**config.mk**
```make
export PLATFORM = sky130hd
export DESIGN_NAME = mem_access_unit
export DESIGN_NICKNAME = d
export VERILOG_FILES = /design/src/rtl/mem_access_pkg.sv /design/src/rtl/mem_lane_align.sv /design/src/rtl/mem_access_unit.sv
export SDC_FILE = /design/constraint.sdc
export NUM_CORES = 1
export LEC_CHECK = 0
export CORE_ASPECT_RATIO = 0.75
export CORE_MARGIN = 2
export CORE_UTILIZATION = 48
export DETAILED_ROUTE_END_ITERATION = 10
export PLACE_DENSITY = 0.79
export SETUP_SLACK_MARGIN = 0.2
export SYNTH_ARGS = -nofsm -noshare
export SYNTH_HDL_FRONTEND = slang
export SYNTH_SLANG_ARGS = --single-unit
```
**constraint.sdc**
```tcl
create_clock -name clk -period 2.9 [get_ports clk]
set_clock_uncertainty 0.15 [all_clocks]
set_input_delay 0.435 -clock clk [delete_from_list [all_inputs] [get_ports clk]]
set_output_delay 0.435 -clock clk [all_outputs]
set_load 0.1 [all_outputs]
```
**src/rtl/mem_access_pkg.sv**
```systemverilog
// mem_access_pkg
// Shared types and constants for the load/store front end.
//   mem_size_e  : request access size encoding (byte/half/word/reserved)
//   mau_state_e : control FSM states of mem_access_unit
//   *_W         : lane widths in bits
//   is_subword  : true for sizes that need a read-modify-write on store
package mem_access_pkg;

  typedef enum logic [1:0] {
    MEM_BYTE = 2'b00,
    MEM_HALF = 2'b01,
    MEM_WORD = 2'b10,
    MEM_RSVD = 2'b11
  } mem_size_e;

  typedef enum logic [1:0] {
    IDLE   = 2'b00,
    ACCESS = 2'b01,
    WRITE  = 2'b10,
    RESP   = 2'b11
  } mau_state_e;

  localparam int BYTE_W = 8;
  localparam int HALF_W = 16;
  localparam int WORD_W = 32;

  function automatic logic is_subword(input mem_size_e size);
    return (size == MEM_BYTE) || (size == MEM_HALF);
  endfunction

endpackage

```
**src/rtl/mem_lane_align.sv**
```systemverilog
// mem_lane_align
// Purely combinational big-endian lane handling.
//   word_i   : 32-bit word read from RAM
//   size_i   : access size
//   off_i    : byte offset within the word (addr[1:0])
//   signed_i : 1 = sign-extend the extracted lane, 0 = zero-extend
//   wdata_i  : right-justified store data
//   load_o   : extracted and extended lane (0 for reserved size)
//   merged_o : word_i with the addressed lane replaced by wdata_i
// Big-endian: byte offset b selects [31-8b -: 8], half offset h = off[1]
// selects [31-16h -: 16].
module mem_lane_align
  import mem_access_pkg::*;
(
  input  logic [WORD_W-1:0] word_i,
  input  mem_size_e         size_i,
  input  logic [1:0]        off_i,
  input  logic              signed_i,
  input  logic [WORD_W-1:0] wdata_i,
  output logic [WORD_W-1:0] load_o,
  output logic [WORD_W-1:0] merged_o
);

  logic [BYTE_W-1:0] byte_lane;
  logic [HALF_W-1:0] half_lane;

  always_comb begin
    byte_lane = '0;
    half_lane = '0;
    load_o    = '0;
    merged_o  = word_i;

    case (off_i)
      2'd0:    byte_lane = word_i[31:24];
      2'd1:    byte_lane = word_i[23:16];
      2'd2:    byte_lane = word_i[15:8];
      default: byte_lane = word_i[7:0];
    endcase
    half_lane = off_i[1] ? word_i[15:0] : word_i[31:16];

    case (size_i)
      MEM_BYTE: begin
        load_o = {{(WORD_W-BYTE_W){signed_i & byte_lane[BYTE_W-1]}}, byte_lane};
        case (off_i)
          2'd0:    merged_o[31:24] = wdata_i[7:0];
          2'd1:    merged_o[23:16] = wdata_i[7:0];
          2'd2:    merged_o[15:8]  = wdata_i[7:0];
          default: merged_o[7:0]   = wdata_i[7:0];
        endcase
      end
      MEM_HALF: begin
        load_o = {{(WORD_W-HALF_W){signed_i & half_lane[HALF_W-1]}}, half_lane};
        if (off_i[1]) merged_o[15:0]  = wdata_i[15:0];
        else          merged_o[31:16] = wdata_i[15:0];
      end
      MEM_WORD: begin
        load_o   = word_i;
        merged_o = wdata_i;
      end
      default: begin
        load_o   = '0;
        merged_o = word_i;
      end
    endcase
  end

endmodule

```
**src/rtl/mem_access_unit.sv**
```systemverilog
// mem_access_unit
// Load/store front end sitting directly in front of a word-addressed data
// RAM (combinational read, write on posedge). Checks alignment/range/size,
// returns extended load data and performs sub-word stores as
// read-modify-write.
// Ports:
//   clk, rst             : clock, synchronous active-high reset
//   req_valid/req_ready  : request handshake (see below)
//   req_we, req_size,
//   req_signed, req_addr,
//   req_wdata            : request fields, sampled on acceptance
//   rsp_valid            : one-cycle completion pulse
//   rsp_rdata, rsp_err   : response payload, held until the next response
//   ram_addr, ram_wr_data,
//   ram_wr_en, ram_rd_data: RAM port
//   dbg_state_o          : current FSM state
//
// Handshake: a request transfers on a clock edge where req_valid &&
// req_ready; req_ready is high only in IDLE. The response has no
// backpressure: rsp_valid is high for exactly one cycle per accepted
// request and the consumer must take it then.
module mem_access_unit
  import mem_access_pkg::*;
#(
  parameter int ADDR_WIDTH     = 32,
  parameter int RAM_ADDR_WIDTH = 10
) (
  input  logic                      clk,
  input  logic                      rst,
  input  logic                      req_valid,
  output logic                      req_ready,
  input  logic                      req_we,
  input  logic [1:0]                req_size,
  input  logic                      req_signed,
  input  logic [ADDR_WIDTH-1:0]     req_addr,
  input  logic [WORD_W-1:0]         req_wdata,
  output logic                      rsp_valid,
  output logic [WORD_W-1:0]         rsp_rdata,
  output logic                      rsp_err,
  output logic [RAM_ADDR_WIDTH-1:0] ram_addr,
  output logic [WORD_W-1:0]         ram_wr_data,
  output logic                      ram_wr_en,
  input  logic [WORD_W-1:0]         ram_rd_data,
  output mau_state_e                dbg_state_o
);

  // Byte-address bits that map into the RAM; anything above must be zero.
  localparam int LOW_W = RAM_ADDR_WIDTH + 2;

  mau_state_e          state_q, state_d;
  logic                we_q, we_d;
  mem_size_e           size_q, size_d;
  logic                signed_q, signed_d;
  logic [LOW_W-1:0]    addr_q, addr_d;
  logic [WORD_W-1:0]   wdata_q, wdata_d;
  logic [WORD_W-1:0]   merge_q, merge_d;
  logic [WORD_W-1:0]   rsp_rdata_q, rsp_rdata_d;
  logic                rsp_err_q, rsp_err_d;

  mem_size_e           req_size_e;
  logic                req_bad;
  logic                wr_en;
  logic [WORD_W-1:0]   load_data;
  logic [WORD_W-1:0]   merged_data;

  assign req_size_e = mem_size_e'(req_size);

  // Request check on the live request fields, used in the accept cycle.
  always_comb begin
    req_bad = |req_addr[ADDR_WIDTH-1:LOW_W];
    case (req_size_e)
      MEM_HALF: req_bad = req_bad | req_addr[0];
      MEM_WORD: req_bad = req_bad | (|req_addr[1:0]);
      MEM_RSVD: req_bad = 1'b1;
      default:  ;
    endcase
  end

  mem_lane_align u_align (
    .word_i   (ram_rd_data),
    .size_i   (size_q),
    .off_i    (addr_q[1:0]),
    .signed_i (signed_q),
    .wdata_i  (wdata_q),
    .load_o   (load_data),
    .merged_o (merged_data)
  );

  always_ff @(posedge clk) begin
    if (rst) begin
      state_q     <= IDLE;
      we_q        <= 1'b0;
      size_q      <= MEM_BYTE;
      signed_q    <= 1'b0;
      addr_q      <= '0;
      wdata_q     <= '0;
      merge_q     <= '0;
      rsp_rdata_q <= '0;
      rsp_err_q   <= 1'b0;
    end else begin
      state_q     <= state_d;
      we_q        <= we_d;
      size_q      <= size_d;
      signed_q    <= signed_d;
      addr_q      <= addr_d;
      wdata_q     <= wdata_d;
      merge_q     <= merge_d;
      rsp_rdata_q <= rsp_rdata_d;
      rsp_err_q   <= rsp_err_d;
    end
  end

  always_comb begin
    state_d     = state_q;
    we_d        = we_q;
    size_d      = size_q;
    signed_d    = signed_q;
    addr_d      = addr_q;
    wdata_d     = wdata_q;
    merge_d     = merge_q;
    rsp_rdata_d = rsp_rdata_q;
    rsp_err_d   = rsp_err_q;
    req_ready   = 1'b0;
    rsp_valid   = 1'b0;
    wr_en       = 1'b0;
    ram_wr_data = '0;

    case (state_q)
      IDLE: begin
        req_ready = 1'b1;
        if (req_valid) begin
          we_d     = req_we;
          size_d   = req_size_e;
          signed_d = req_signed;
          addr_d   = req_addr[LOW_W-1:0];
          wdata_d  = req_wdata;
          if (req_bad) begin
            // Response payload is loaded on the edge that enters RESP so
            // rsp_rdata/rsp_err change together with rsp_valid.
            rsp_rdata_d = '0;
            rsp_err_d   = 1'b1;
            state_d     = RESP;
          end else begin
            state_d = ACCESS;
          end
        end
      end
      ACCESS: begin
        if (!we_q) begin
          rsp_rdata_d = load_data;
          rsp_err_d   = 1'b0;
          state_d     = RESP;
        end else if (!is_subword(size_q)) begin
          wr_en       = 1'b1;
          ram_wr_data = wdata_q;
          rsp_rdata_d = '0;
          rsp_err_d   = 1'b0;
          state_d     = RESP;
        end else begin
          merge_d = merged_data;
          state_d = WRITE;
        end
      end
      WRITE: begin
        wr_en       = 1'b1;
        ram_wr_data = merge_q;
        rsp_rdata_d = '0;
        rsp_err_d   = 1'b0;
        state_d     = RESP;
      end
      RESP: begin
        rsp_valid = 1'b1;
        state_d   = IDLE;
      end
      default: state_d = IDLE;
    endcase
  end

  // The reset gate keeps a write from landing in a cycle where the access
  // is being aborted.
  assign ram_wr_en   = wr_en & ~rst;
  assign ram_addr    = addr_q[LOW_W-1:2];
  assign rsp_rdata   = rsp_rdata_q;
  assign rsp_err     = rsp_err_q;
  assign dbg_state_o = state_q;

endmodule
```
# ---- Word level (Yosys, flattened, before mapping)
# Cells that the tools add are included.
dict set report word_totals {
  ff_bits 115
  in_bits 103
}
dict set report op_classes {
  eq_ne 13
  mux 34
  bitwise_logic 6
  reduce_logical 11
}
# cell count
set ops {}
lappend ops {{$pmux W32 S3} 3}
lappend ops {{$mux W32} 6}
lappend ops {{$pmux W32 S2} 1}
lappend ops {{$mux W16} 3}
lappend ops {{$mux W8} 4}
lappend ops {{$pmux W8 S3} 1}
lappend ops {{$reduce_or A20 Y1} 1}
lappend ops {{$eq A2 B2 Y1 const B} 6}
lappend ops {{$mux W1} 10}
lappend ops {{$eq A2 B1 Y1 const B} 4}
lappend ops {{$pmux W2 S4} 1}
lappend ops {{$logic_not A2 Y1} 3}
lappend ops {{$pmux W1 S3} 2}
lappend ops {{$mux W2} 2}
lappend ops {{$ne A2 B2 Y1 const B} 2}
lappend ops {{$reduce_and A4 Y1} 1}
lappend ops {{$and A1 B1 Y1} 3}
lappend ops {{$ne A3 B3 Y1 const B} 1}
lappend ops {{$reduce_and A3 Y1} 1}
lappend ops {{$reduce_bool A3 Y1} 1}
lappend ops {{$reduce_or A3 Y1} 1}
lappend ops {{$or A1 B1 Y1} 2}
lappend ops {{$pmux W1 S2} 1}
lappend ops {{$reduce_and A2 Y1} 1}
lappend ops {{3 further kinds} 3}

# ---- Longest topological paths before layout
dict set report depth {
  ltp_word 6
  mapped_depth 8
  ltp_nobuf 7
}

# ---- Modules after synthesis
# Synthesis repeated with hierarchy kept, for this count alone.
dict set report unflattened {
  cells_unflattened 882
  hier_area_um2 6957.9
}
# mod instances cells_per_inst area_each_um2 seq_area_each_um2
set by_module_without_submodules {}
lappend by_module_without_submodules {mem_access_unit 1 621 5064.9 2302.2}
lappend by_module_without_submodules {mem_lane_align 1 261 1893.1 0.0}

# ---- Worst setup path before layout
# Ideal clock, no wire load.
dict set report synth_path {
  kind {register -> output}
  startpoint {register state_q[0], in the netlist dbg_state_o[0]}
  endpoint {output ram_wr_en}
  arrival_time_ns 4.249
  t_required_ns 2.315
  slack_ns -1.934
  stages_incl_launch_ff 7
  cell_sequence {dfxtp_1 -> ha_1 -> and3_1 -> clkbuf_1 -> clkbuf_1 -> nor2_1 -> nor3b_1}
}
dict set report synth_via {
  elab_chain_cells 3
  elab_cells_between_ends 4
  classes_between {2 x eq/ne; 1 x mux; 1 x bitwise}
}
# element line_no
set synth_lines {}
lappend synth_lines {{start: declaration} mem_access_unit.sv:50} ;# mau_state_e state_q, state_d;
lappend synth_lines {{start signal: assignment} mem_access_unit.sv:101} ;# state_q <= state_d;
lappend synth_lines {{$eq A2 B2 Y1 or $eq A2 B1 Y1 (tied branches)} mem_access_unit.sv:128} ;# case (state_q)
lappend synth_lines {{$pmux W1 S2 (*)} mem_access_unit.sv:128}
lappend synth_lines {{$and A1 B1 Y1 (*)} mem_access_unit.sv:181} ;# assign ram_wr_en = wr_en & ~rst;
lappend synth_lines {{end: declaration} mem_access_unit.sv:42} ;# output logic ram_wr_en,
# Every way passes the cells marked *; elsewhere a longest branch is shown, timed or not.

# ---- Worst setup path in the final report
dict set report layout_path {
  startpoint {register state_q[1], in the netlist dbg_state_o[1]}
  endpoint {output ram_wr_data[1]}
}
dict set report layout_via {
  elab_chain_cells 2
  elab_cells_between_ends 3
  classes_between {2 x eq/ne; 1 x mux}
}
# element line_no
set layout_lines {}
lappend layout_lines {{$eq A2 B2 Y1 or $eq A2 B1 Y1 (tied branches)} mem_access_unit.sv:128}
lappend layout_lines {{$pmux W32 S2 (*)} mem_access_unit.sv:128}
lappend layout_lines {{end: declaration} mem_access_unit.sv:41} ;# output logic [WORD_W-1:0] ram_wr_data,
# Marked as above.

==> run_results.csv <==
group,metric,value,unit
logic_synthesis,synth_top_area_frac,0.371,
logic_synthesis,synthesis.nets,889,
clock_network,clock-sinks,115,
global_route,grt_pass1_vias,6190,
cells_and_area,diodes,0,
pwr,p_per_area,819,nW/um^2
timing,tns,0,ns
placed_design,dpl_cell_area,8490,sq um
timing,rsz0062_at_grt,"false",
placed_design,dp_hpwl,14300,um
worst_setup_path,r2r_cells,5,
worst_setup_path,crit_slowest_cell,"dfxtp_4",
drt,vias_per_cell,5.84,
timing,setup_viol,0,
drt,ant_nets,0,
logic_synthesis,synthTopCellsByArea,"dfxtp_1 (37%), mux2i_1 (8.9%), nand2_1 (7.9%)",
timing,drv_slew,0,
die,die_w,135,um
clock_network,cts_tree,"built",
global_route,grt_pass1_wl,31600,um
worst_setup_path,cpPeakStageDelay,0.38,ns
worst_setup_path,r2r_slack,0.43,ns
placed_design,placed_cells,1068,
timing,slew_headroom,0.265,
global_route,gr-max-usage-layer,"met2",
logic_synthesis,synthMuxAreaShare,0.0977,
clock_network,h-tree-depth,4,
worst_hold_path,hold_path_class,"reg -> reg",
global_route,globalRouteTotalUtil,0.291,
pwr,irDropWorstVdd,987,uV
cells_and_area,stdcell_area,9180,sq um
worst_setup_path,worstSetupEndpoint,"ram_wr_data[1]",
global_route,groute.layer.met3.usage,0.0826,
logic_synthesis,yosys.area_share.simple,0.242,
logic_synthesis,synth_xor_area_frac,0,
cells_and_area,layout.cells.non_filler,1101,
worst_setup_path,path_class,"reg -> out",
cells_and_area,final_cell_mix,"nand2_1 (131), dfxtp_1 (112), clkdlybuf4s50_1 (101)",
die,coreArea,12400,sq um
drt,drc,0,
global_route,overflow,0,
logic_synthesis,postSynthCellCount,778,
cells_and_area,syn_to_final_growth,47.8,%
worst_setup_path,crit_arrival,2.06,ns
logic_synthesis,syn_avg_cell_area,7.98,sq um
clock_network,cts_root_buf,"clkbuf_16",
logic_synthesis,synth_top_family_by_area,"simple AND/OR/NAND/NOR gates",
pwr,power.total,0.00751,W
timing,layout_min_cycle_time,2.65,ns
placed_design,place_congestion,1.01,
timing,fmaxAchievable,378,MHz
clock_network,post_cts_buffers,0,
cells_and_area,finalNetCount,1033,
clock_network,insertion_delay,0.41,ns
global_route,use_met1,0.373,
drt,dr_total_vias,6433,
timing,hold_viol,0,
status,status,"finished, final reports clean",
cells_and_area,drive_gt1_frac,0.197,
worst_setup_path,cp-start-kind,"flip-flop",
logic_synthesis,yosysTopAreaCell,"dfxtp_1",
logic_synthesis,ys_seq_elements,115,
worst_setup_path,end_kind,"output pin",
die,num_rows,35,
pwr,p_leak,3.45,nW
worst_setup_path,r2r_start,"addr_q[0]$_SDFFE_PP0P_",
global_route,grtUsageMet2,0.473,
worst_setup_path,worstPathCellList,"inv_2 > ha_4 > and3_2 > buf_12 > a22oi_1 > nor2b_4 > buf_12",
cells_and_area,layout_commonest_cell,"nand2_1",
logic_synthesis,ys.warnings.count,0,
die,die_area,13900,sq um
timing,tightestPinTransition,1.10,ns
worst_setup_path,worstSetupStartpoint,"dbg_state_o[1]$_SDFFE_PP0N_",
job,max-cap-violations,0,
drt,wirelength,20200,um
worst_setup_path,worstPathRequired,2.32,ns
logic_synthesis,synth_compound_area_frac,0.209,
drt,drt_iter0_markers,690,
global_route,grt_max_degree,117,
logic_synthesis,ys_types,44,
worst_setup_path,worstPathMaxFanout,17,
worst_setup_path,crit_top_cell,"buf_12",
logic_synthesis,synth_fa_ha_area_frac,0.0161,
clock_network,hold_buffers,0,
drt,first_pass_iters,6,
clock_network,path_clk_slew,0.06,ns
die,dieHeight,102,um
worst_setup_path,r2r-end,"merge_q[7]$_SDFFE_PP0P_",
logic_synthesis,synthesis.area,6210,sq um
timing,period_share,0.913,
logic_synthesis,ys_seq_area_frac,0.371,
drt,post_drt_wl_per_cell,18.4,um
clock_network,cts_buffers,17,
clock_network,clockBufferDepth,2,
placed_design,portBuffers,182,
die,start_util,0.499,
global_route,antenna_found_initial,0,
die,ioPinCount,183,
-- worst min-delay path by stage --
| stage | from | slack (ns) | cells after the start | endpoint |
|---|---|---|---|---|
| floorplan | wdata_q[16]$_SDFFE_PP0P_ | 0.29 | 2 | wdata_q[16]$_SDFFE_PP0P_ |
| global placement | addr_q[4]$_SDFFE_PP0P_ | 0.29 | 2 | addr_q[4]$_SDFFE_PP0P_ |
| detailed placement | wdata_q[23]$_SDFFE_PP0P_ | 0.30 | 2 | wdata_q[23]$_SDFFE_PP0P_ |
| CTS | wdata_q[23]$_SDFFE_PP0P_ | 0.30 | 2 | wdata_q[23]$_SDFFE_PP0P_ |
| global route | wdata_q[23]$_SDFFE_PP0P_ | 0.32 | 2 | wdata_q[23]$_SDFFE_PP0P_ |
| finish | wdata_q[23]$_SDFFE_PP0P_ | 0.31 | 2 | wdata_q[23]$_SDFFE_PP0P_ |
-- per-stage QoR --
step                hold slack [ns]  setup WS (ns)   util
floorplan                     0.286          0.180      -
global placement              0.293          0.152  0.682
detailed placement            0.296         0.0455  0.682
CTS                           0.304          0.208  0.735
global route                  0.318          0.202  0.738
finish                        0.305          0.254  0.738
-- flip-flops by register name (all words and copies together) (netlist names) --
signal and cells:
addr_q 12, dbg_state_o 2, merge_q 32, rsp_err 1
rsp_rdata 32, signed_q 1, size_q 2, wdata_q 32
we_q 1
-- layout make-up --
cell class / instances / area [sq um]
flip-flops and latches: 115 / 2310
repair buffers: 200 / 2210
multi-input cells: 580 / 3780
fillers: 894 / 3260
inverters: 8 / 30.0
well taps: 166 / 208
clock buffers: 21 / 480
clock inverters: 11 / 150
-- timing repair --
item                                    in CTS  in global routing
endpoints found under the setup margin      33                 41
resized for setup                            5                  5
cloned                                       0                  1
hold endpoints to repair                     0                  0
-- worst max-delay path, delay by kind of cell (launching register included) --
kind | cells | cell delay (ns)
buffers and inverters | 3 | 0.42
DFF | 1 | 0.38
and+or+nand+nor | 2 | 0.35
AOI/OAI and AO/OA | 1 | 0.32
adders and majority gates | 1 | 0.17
-- metal layers --
layer | part of all wire | wire length (um) | vias to the layer above
met3 | 0.10 | 2080 | 55
li1 | - | - | 2998
met5 | 0 | 0 | -
met2 | 0.45 | 9130 | 355
met4 | 0.028 | 563 | 0
met1 | 0.42 | 8450 | 3025
-- report_power, final --
group          leakage, nW  internal (W)  total, W  switching (W)
Combinational         2.22       0.00130   0.00327        0.00197
Clock                0.294       0.00144   0.00220       0.000760
Sequential           0.936       0.00180   0.00204       0.000240
Total                 3.45       0.00454   0.00751        0.00297
-- logic make-up after synthesis --
logic type | Yosys count
simple gates | 311
compound gates | 201
flops | 115
buf+inv | 83
mux | 60
fa+ha+maj | 8
-- cell usage after synthesis, drive strengths merged --
library cell and n:
or2 1, mux2i 55, o22ai 9, and2 18
nor2 47, dfxtp 115, nor4b 1, o21ai 40
and4bb 1, a211oi 23, buf 35, o21bai 2
and3 2, nand3 4, a21oi 59, a221o 7
nor3b 7, nor2b 44, a2111oi 2, clkbuf 40
a21boi 1, nand2 131, inv 8, nor4 5
a221oi 4, ha 8, o31a 7, nand2b 34
a22oi 33, a21o 1, nor3 16, mux2 5
a31oi 13
(Power assumes the default switching activity.)
